===== config.mk =====
export PLATFORM = sky130hd
export DESIGN_NAME = truth_table_sweeper
export DESIGN_NICKNAME = d
export VERILOG_FILES = /design/src/rtl/truth_table_sweeper_pkg.sv /design/src/rtl/truth_table_sweeper_sync2.sv /design/src/rtl/truth_table_sweeper.sv
export SDC_FILE = /design/constraint.sdc
export NUM_CORES = 1
export LEC_CHECK = 0
export ABC_CLOCK_PERIOD_IN_PS = 4700
export CAP_MARGIN = 20
export CORE_ASPECT_RATIO = 1.75
export CORE_MARGIN = 3
export CORE_UTILIZATION = 45
export CTS_BUF_LIST = sky130_fd_sc_hd__clkbuf_4
export DETAILED_ROUTE_END_ITERATION = 8
export GPL_ROUTABILITY_DRIVEN = 0
export HOLD_SLACK_MARGIN = 0.08
export PLACE_DENSITY_LB_ADDON = 0.3
export SLEW_MARGIN = 5
export SYNTH_ARGS = -nofsm -noshare
export SYNTH_HDL_FRONTEND = slang
export SYNTH_SLANG_ARGS = --single-unit

===== constraint.sdc =====
create_clock -name clk -period 4.7 [get_ports clk]
set_input_delay 0.47 -clock clk [delete_from_list [all_inputs] [get_ports clk]]
set_output_delay 0.47 -clock clk [all_outputs]
set_load 0.05 [all_outputs]

===== src/rtl/truth_table_sweeper_pkg.sv =====
// Shared definitions for the truth-table sweeper.
//   - sweep_state_e : sequencer states (IDLE, SETTLE, SAMPLE, REPORT)
//   - ROWS / IN_W   : table size and circuit-under-test input width
//   - SETTLE_W / SAMPLE_W : widths of the settle and sample counters
//   - row_bit()     : one-hot mask selecting a single table row
package sweeper_pkg;

    typedef enum logic [1:0] {
        IDLE   = 2'd0,
        SETTLE = 2'd1,
        SAMPLE = 2'd2,
        REPORT = 2'd3
    } sweep_state_e;

    localparam int ROWS     = 8;
    localparam int IN_W     = 3;
    localparam int SETTLE_W = 16;
    localparam int SAMPLE_W = 8;

    localparam logic [IN_W-1:0] LAST_ROW = IN_W'(ROWS - 1);

    function automatic logic [ROWS-1:0] row_bit(input logic [IN_W-1:0] row);
        return ROWS'(1) << row;
    endfunction

endpackage


===== src/rtl/truth_table_sweeper_sync2.sv =====
// Two-flop synchronizer bringing the circuit-under-test output into the
// sweeper clock domain.
//   clk  : sampling clock
//   rst  : asynchronous active-high reset, both flops clear to 0
//   d_i  : asynchronous input
//   q_o  : synchronized output, two clock cycles of latency
module sync2 (
    input  logic clk,
    input  logic rst,
    input  logic d_i,
    output logic q_o
);

    logic meta_q;
    logic sync_q;

    always_ff @(posedge clk or posedge rst) begin
        if (rst) begin
            meta_q <= 1'b0;
            sync_q <= 1'b0;
        end else begin
            meta_q <= d_i;
            sync_q <= meta_q;
        end
    end

    assign q_o = sync_q;

endmodule


===== src/rtl/truth_table_sweeper.sv =====
// Truth-table sweeper: drives a 3-input circuit-under-test through input
// combinations 0..7, waits SETTLE_CYCLES after each change, takes SAMPLES
// synchronized samples, and compares the measured table to an expected one.
//   clk      : clock, rising edge
//   rst      : asynchronous active-high reset
//   start    : sweep request, accepted only in IDLE
//   expected : expected table (bit i = output for input i), latched on start
//   dut_in   : registered inputs {in1,in2,in3} to the circuit-under-test
//   dut_out  : circuit output, asynchronous to clk
//   busy     : sweep in progress (SETTLE or SAMPLE)
//   done     : one-cycle pulse in REPORT, results valid from then on
//   measured : measured table (first sample of each row)
//   unstable : bit i set when row i's samples disagreed
//   mismatch : (measured ^ expected) | unstable
//   pass     : mismatch == 0
module truth_table_sweeper
    import sweeper_pkg::*;
#(
    parameter int SETTLE_CYCLES = 16,
    parameter int SAMPLES       = 4
) (
    input  logic            clk,
    input  logic            rst,
    input  logic            start,
    input  logic [ROWS-1:0] expected,
    output logic [IN_W-1:0] dut_in,
    input  logic            dut_out,
    output logic            busy,
    output logic            done,
    output logic [ROWS-1:0] measured,
    output logic [ROWS-1:0] unstable,
    output logic [ROWS-1:0] mismatch,
    output logic            pass
);

    localparam logic [SETTLE_W-1:0] SETTLE_LAST = SETTLE_W'(SETTLE_CYCLES - 1);
    localparam logic [SAMPLE_W-1:0] SAMPLE_LAST = SAMPLE_W'(SAMPLES - 1);

    sweep_state_e         state_q, state_d;
    logic [IN_W-1:0]      row_q, row_d;
    logic [SETTLE_W-1:0]  settle_cnt_q, settle_cnt_d;
    logic [SAMPLE_W-1:0]  sample_cnt_q, sample_cnt_d;
    logic                 ref_q, ref_d;
    logic [IN_W-1:0]      dut_in_q, dut_in_d;
    logic [ROWS-1:0]      expected_q, expected_d;
    logic [ROWS-1:0]      measured_q, measured_d;
    logic [ROWS-1:0]      unstable_q, unstable_d;
    logic [ROWS-1:0]      mismatch_q, mismatch_d;
    logic                 pass_q, pass_d;

    logic dut_sync;
    logic last_settle;
    logic first_sample;
    logic last_sample;

    sync2 u_sync (
        .clk (clk),
        .rst (rst),
        .d_i (dut_out),
        .q_o (dut_sync)
    );

    assign last_settle  = (settle_cnt_q == SETTLE_LAST);
    assign first_sample = (sample_cnt_q == '0);
    assign last_sample  = (sample_cnt_q == SAMPLE_LAST);

    // FSM: state register
    always_ff @(posedge clk or posedge rst) begin
        if (rst) begin
            state_q <= IDLE;
        end else begin
            state_q <= state_d;
        end
    end

    // FSM: next-state logic
    always_comb begin
        state_d = state_q;
        unique case (state_q)
            IDLE:    if (start)       state_d = SETTLE;
            SETTLE:  if (last_settle) state_d = SAMPLE;
            SAMPLE:  if (last_sample) state_d = (row_q == LAST_ROW) ? REPORT : SETTLE;
            REPORT:                   state_d = IDLE;
            default:                  state_d = IDLE;
        endcase
    end

    // FSM: outputs
    always_comb begin
        busy = (state_q == SETTLE) || (state_q == SAMPLE);
        done = (state_q == REPORT);
    end

    // Counters and result tables
    always_comb begin
        row_d        = row_q;
        settle_cnt_d = settle_cnt_q;
        sample_cnt_d = sample_cnt_q;
        ref_d        = ref_q;
        dut_in_d     = dut_in_q;
        expected_d   = expected_q;
        measured_d   = measured_q;
        unstable_d   = unstable_q;
        mismatch_d   = mismatch_q;
        pass_d       = pass_q;

        unique case (state_q)
            IDLE: begin
                if (start) begin
                    expected_d   = expected;
                    measured_d   = '0;
                    unstable_d   = '0;
                    mismatch_d   = '0;
                    pass_d       = 1'b0;
                    row_d        = '0;
                    dut_in_d     = '0;
                    settle_cnt_d = '0;
                    sample_cnt_d = '0;
                end
            end

            SETTLE: begin
                settle_cnt_d = last_settle ? '0 : settle_cnt_q + SETTLE_W'(1);
            end

            SAMPLE: begin
                // The first sample of a row is its reference; any later
                // disagreement marks the row unstable.
                if (first_sample) begin
                    ref_d = dut_sync;
                end else if (dut_sync != ref_q) begin
                    unstable_d = unstable_q | row_bit(row_q);
                end

                sample_cnt_d = last_sample ? '0 : sample_cnt_q + SAMPLE_W'(1);

                if (last_sample) begin
                    // With a single sample per row the reference register
                    // has not been loaded yet, so take the live sample.
                    measured_d[row_q] = first_sample ? dut_sync : ref_q;
                    if (row_q != LAST_ROW) begin
                        row_d    = row_q + IN_W'(1);
                        dut_in_d = row_q + IN_W'(1);
                    end else begin
                        // Final verdict is registered on entry to REPORT so it
                        // is already visible during the done pulse.
                        mismatch_d = (measured_d ^ expected_q) | unstable_d;
                        pass_d     = (mismatch_d == '0);
                    end
                end
            end

            default: ;
        endcase
    end

    always_ff @(posedge clk or posedge rst) begin
        if (rst) begin
            row_q        <= '0;
            settle_cnt_q <= '0;
            sample_cnt_q <= '0;
            ref_q        <= 1'b0;
            dut_in_q     <= '0;
            expected_q   <= '0;
            measured_q   <= '0;
            unstable_q   <= '0;
            mismatch_q   <= '0;
            pass_q       <= 1'b0;
        end else begin
            row_q        <= row_d;
            settle_cnt_q <= settle_cnt_d;
            sample_cnt_q <= sample_cnt_d;
            ref_q        <= ref_d;
            dut_in_q     <= dut_in_d;
            expected_q   <= expected_d;
            measured_q   <= measured_d;
            unstable_q   <= unstable_d;
            mismatch_q   <= mismatch_d;
            pass_q       <= pass_d;
        end
    end

    assign dut_in   = dut_in_q;
    assign measured = measured_q;
    assign unstable = unstable_q;
    assign mismatch = mismatch_q;
    assign pass     = pass_q;

endmodule

==> out/qor.txt <==
===========================================================================================
Leading post-synthesis cells by cell area                                      sky130_fd_sc_hd__dfrtp_1, sky130_fd_sc_hd__ha_1, sky130_fd_sc_hd__nor2_1
Element type at the critical path start                                                flop
Maximum number of pins on one net before global-route repair                             66
Global route total overflow                                                               0
Ratio of routed vias to standard cells                                                5.961
Final setup TNS                                                                        0 ps
Kind of critical path                                                               reg2reg
Initial core utilization                                                             0.4731
Result of the run                                                              finished, final reports clean
Width of the die                                                                   72.62 µm
Core area                                                                          7387 µm²
Critical path required time                                                         5030 ps
Worst path top cell family by delay                                            compound AO/OA/AOI/OAI gates
# IOs                                                                                    42
Uppermost layer routed                                                                 met4
CTS Hold Bufs                                                                             0
Max frequency                                                                    0.3423 GHz
Share of the clock period used by the worst path after layout                        0.6216
CP Buf/Inv Count                                                                          2
Areal power density over the cells                                             447.1 nW/µm²
Post-Place Cells                                                                        474
Wirelength, routed                                                                  8563 µm
Number of clock buffers inserted by TritonCTS                                             9
Count of antenna-violating nets left after detailed routing                               0
Slowest stage delay, CP                                                              610 ps
Max-slew violation total from the final report                                            0
Number of iterations in the first detailed-routing pass                                   5
Worst hold-check path type                                                          reg2reg
Max clock buf depth                                                                       2
Peak VDD IR                                                                        449.8 µV
YS warnings                                                                               0
Number of inserted diodes                                                                 0
CTS root buf                                                                   sky130_fd_sc_hd__clkbuf_4
Worst clock skew                                                                   15.06 ps
Main flop type after synthesis                                                 sky130_fd_sc_hd__dfrtp_1
Num Clock Sinks                                                                          65
Resized Gates After CTS                                                                   0
Part of the Yosys area used for sequential elements                                  0.4654
Leakage                                                                            1.803 nW
Area enclosed by the die boundary                                                  8901 µm²
Wire length of the first global-routing pass                                       13710 µm
Overall track demand over capacity in global routing                                 0.2040
Fraction of layout instances using a drive strength above 1                         0.08209
Tightest Pin Transition                                                            817.6 ps
Initial antenna violation count                                                           0
Layout overhead on the synthesized area                                              16.54%
Post CTS Setup Buffer Count                                                               0
Clk pin slew, worst setup/hold paths                                                 100 ps
Vias in the first global route                                                         2836
Library cell occupying the most area in the post-synthesis netlist             sky130_fd_sc_hd__dfrtp_1
Count of endpoints failing hold in the final timing report                                0
Master of the slowest instance on the critical path                            sky130_fd_sc_hd__or4b_1
Layout net count                                                                        424
Most common cell in the synthesized netlist                                    sky130_fd_sc_hd__dfrtp_1
Critical Path End Type                                                                 flop
Arrival time at the worst endpoint                                                  3250 ps
Number of non-filler instances in the completed layout                                  488
Minimum clock period                                                                2921 ps
Worst-path cell chain                                                          inv_1 > ha_1 > o21ai_1 > a21oi_1 > buf_4 > nand3_1 > or4b_1 > o41ai_2
Syn_nets                                                                                382
Number of design-rule violations left by the first detailed-router iteration            238
Headroom to the max-slew limit                                                       0.4499
Cell count after synthesis                                                              357
Wire length per cell after detailed routing                                        17.55 µm
Total length of routed met3 wires                                                    347 µm
Number of distinct standard cells referenced by the synthesized netlist                  51
Synthesized flop and latch total                                                         65
Vertical die dimension                                                             122.6 µm
Half-perimeter wire length after detailed placement                                 6369 µm
CTS tree                                                                              built
Reported max-cap violation count                                                          0
RSZ-0062 raised after global routing                                                  false
IO Port Bufs                                                                             41
Via count                                                                              2909
Endpoints failing setup                                                                   0
Post-Syn Area                                                                      3495 µm²
Later-pin clock latency in the skew report                                           420 ps
Sum of routed wire segments on met1                                                 3304 µm
Clock H-tree levels                                                                       3
Async set-reset flop share out of synthesis                                           1.000
Standard-cell row count                                                                  41
Wire length on met2                                                                 4691 µm
Number of synthesized flops with an enable pin                                            0
Leading post-synthesis cells by instance count                                 sky130_fd_sc_hd__dfrtp_1, sky130_fd_sc_hd__nor2_1, sky130_fd_sc_hd__nand2_1
Largest fanout on the critical path                                                      11
Avg Inst Size Synth                                                               9.789 µm²
Fraction of post-synthesis cell area in the top cell type by area                    0.4654
DRC Markers                                                                               0
===========================================================================================
[placed cells by master, fill, tap and decap left out, types with 10 or more instances in the layout]
master and count:
sky130_fd_sc_hd__inv_1 10, sky130_fd_sc_hd__xnor2_1 10, sky130_fd_sc_hd__ha_1 13, sky130_fd_sc_hd__o21ai_0 26, sky130_fd_sc_hd__a21oi_1 16, sky130_fd_sc_hd__nor2_1 35, sky130_fd_sc_hd__clkbuf_4 12, sky130_fd_sc_hd__a31oi_1 10
sky130_fd_sc_hd__nand3_1 14, sky130_fd_sc_hd__clkdlybuf4s50_1 41, sky130_fd_sc_hd__xor2_1 10, sky130_fd_sc_hd__nand2_1 33, sky130_fd_sc_hd__dfrtp_1 65
[power breakdown]
part	switching, W	internal [W]
sequential	0.0000943	0.000634
combinational	0.000516	0.000281
clock	0.000178	0.000118
total	0.000788	0.00103
[state kept, by name, indices dropped and copies added (netlist names)]
signal and count:
settle_cnt_q 16, expected_q 8, measured 8, mismatch 8
sample_cnt_q 8, unstable 8, dut_in 3, state_q 2
pass 1, ref_q 1, u_sync.meta_q 1, u_sync.q_o 1
[final cells by class]
cell class | instances | area (µm²)
Inverter | 11 | 41.29
Clock inverter | 2 | 7.507
Clock buffer | 12 | 90.09
Sequential cell | 65 | 1627
Tap cell | 86 | 107.6
Timing Repair Buffer | 43 | 425.4
Multi-Input combinational cell | 269 | 1774
Fill cell | 689 | 3314
[cell families after synthesis]
group                      Yosys count  synth area share
adders and majority gates           13           0.04655
xor gates and xnor gates            20           0.05012
buffers and inverters               23           0.02685
AOI/OAI and AO/OA                   89            0.1697
and+or+nand+nor                    133            0.1980
DFF                                 65            0.4654
muxes                               14           0.04332
[path summary, 6_finish.rpt]
kind,to,slack [ps],cells after the start,from
max in group asynchronous,settle_cnt_q[9]$_DFFE_PP0P_,3570,3,rst
min,u_sync.q_o$_DFF_PP0_,360,0,u_sync.meta_q$_DFF_PP0_
max reg2reg,pass$_DFFE_PP0P_,1780,8,state_q[0]$_DFFE_PP0P_
max,pass$_DFFE_PP0P_,1780,8,state_q[0]$_DFFE_PP0P_
min reg2reg,u_sync.q_o$_DFF_PP0_,360,0,u_sync.meta_q$_DFF_PP0_
min in group asynchronous,unstable[1]$_DFFE_PP0P_,610,3,rst
[per-layer routing]
metal	track usage	vias to the layer above
met2	0.3693	76
li1	-	1395
met1	0.2167	1423
met4	0.09931	0
met3	0.04590	15
met5	0	-
[through the flow]
stage          setup WS, ps  hold WS [ps]  instance area (µm²)  total power [W]    util
3_3_place_gp           1783         333.0                 3975         0.001509  0.5381
4_1_cts                1778         367.2                 4073         0.001832  0.5513
2_1_floorplan          1889         331.2                 3495         0.001310       -
3_5_place_dp           1676         341.9                 3975         0.001528  0.5381
6_report               1779         358.2                 4073         0.001821  0.5513
5_1_grt                1668         365.3                 4073         0.001949  0.5513
Note: power is estimated with default switching activity, not from simulation.
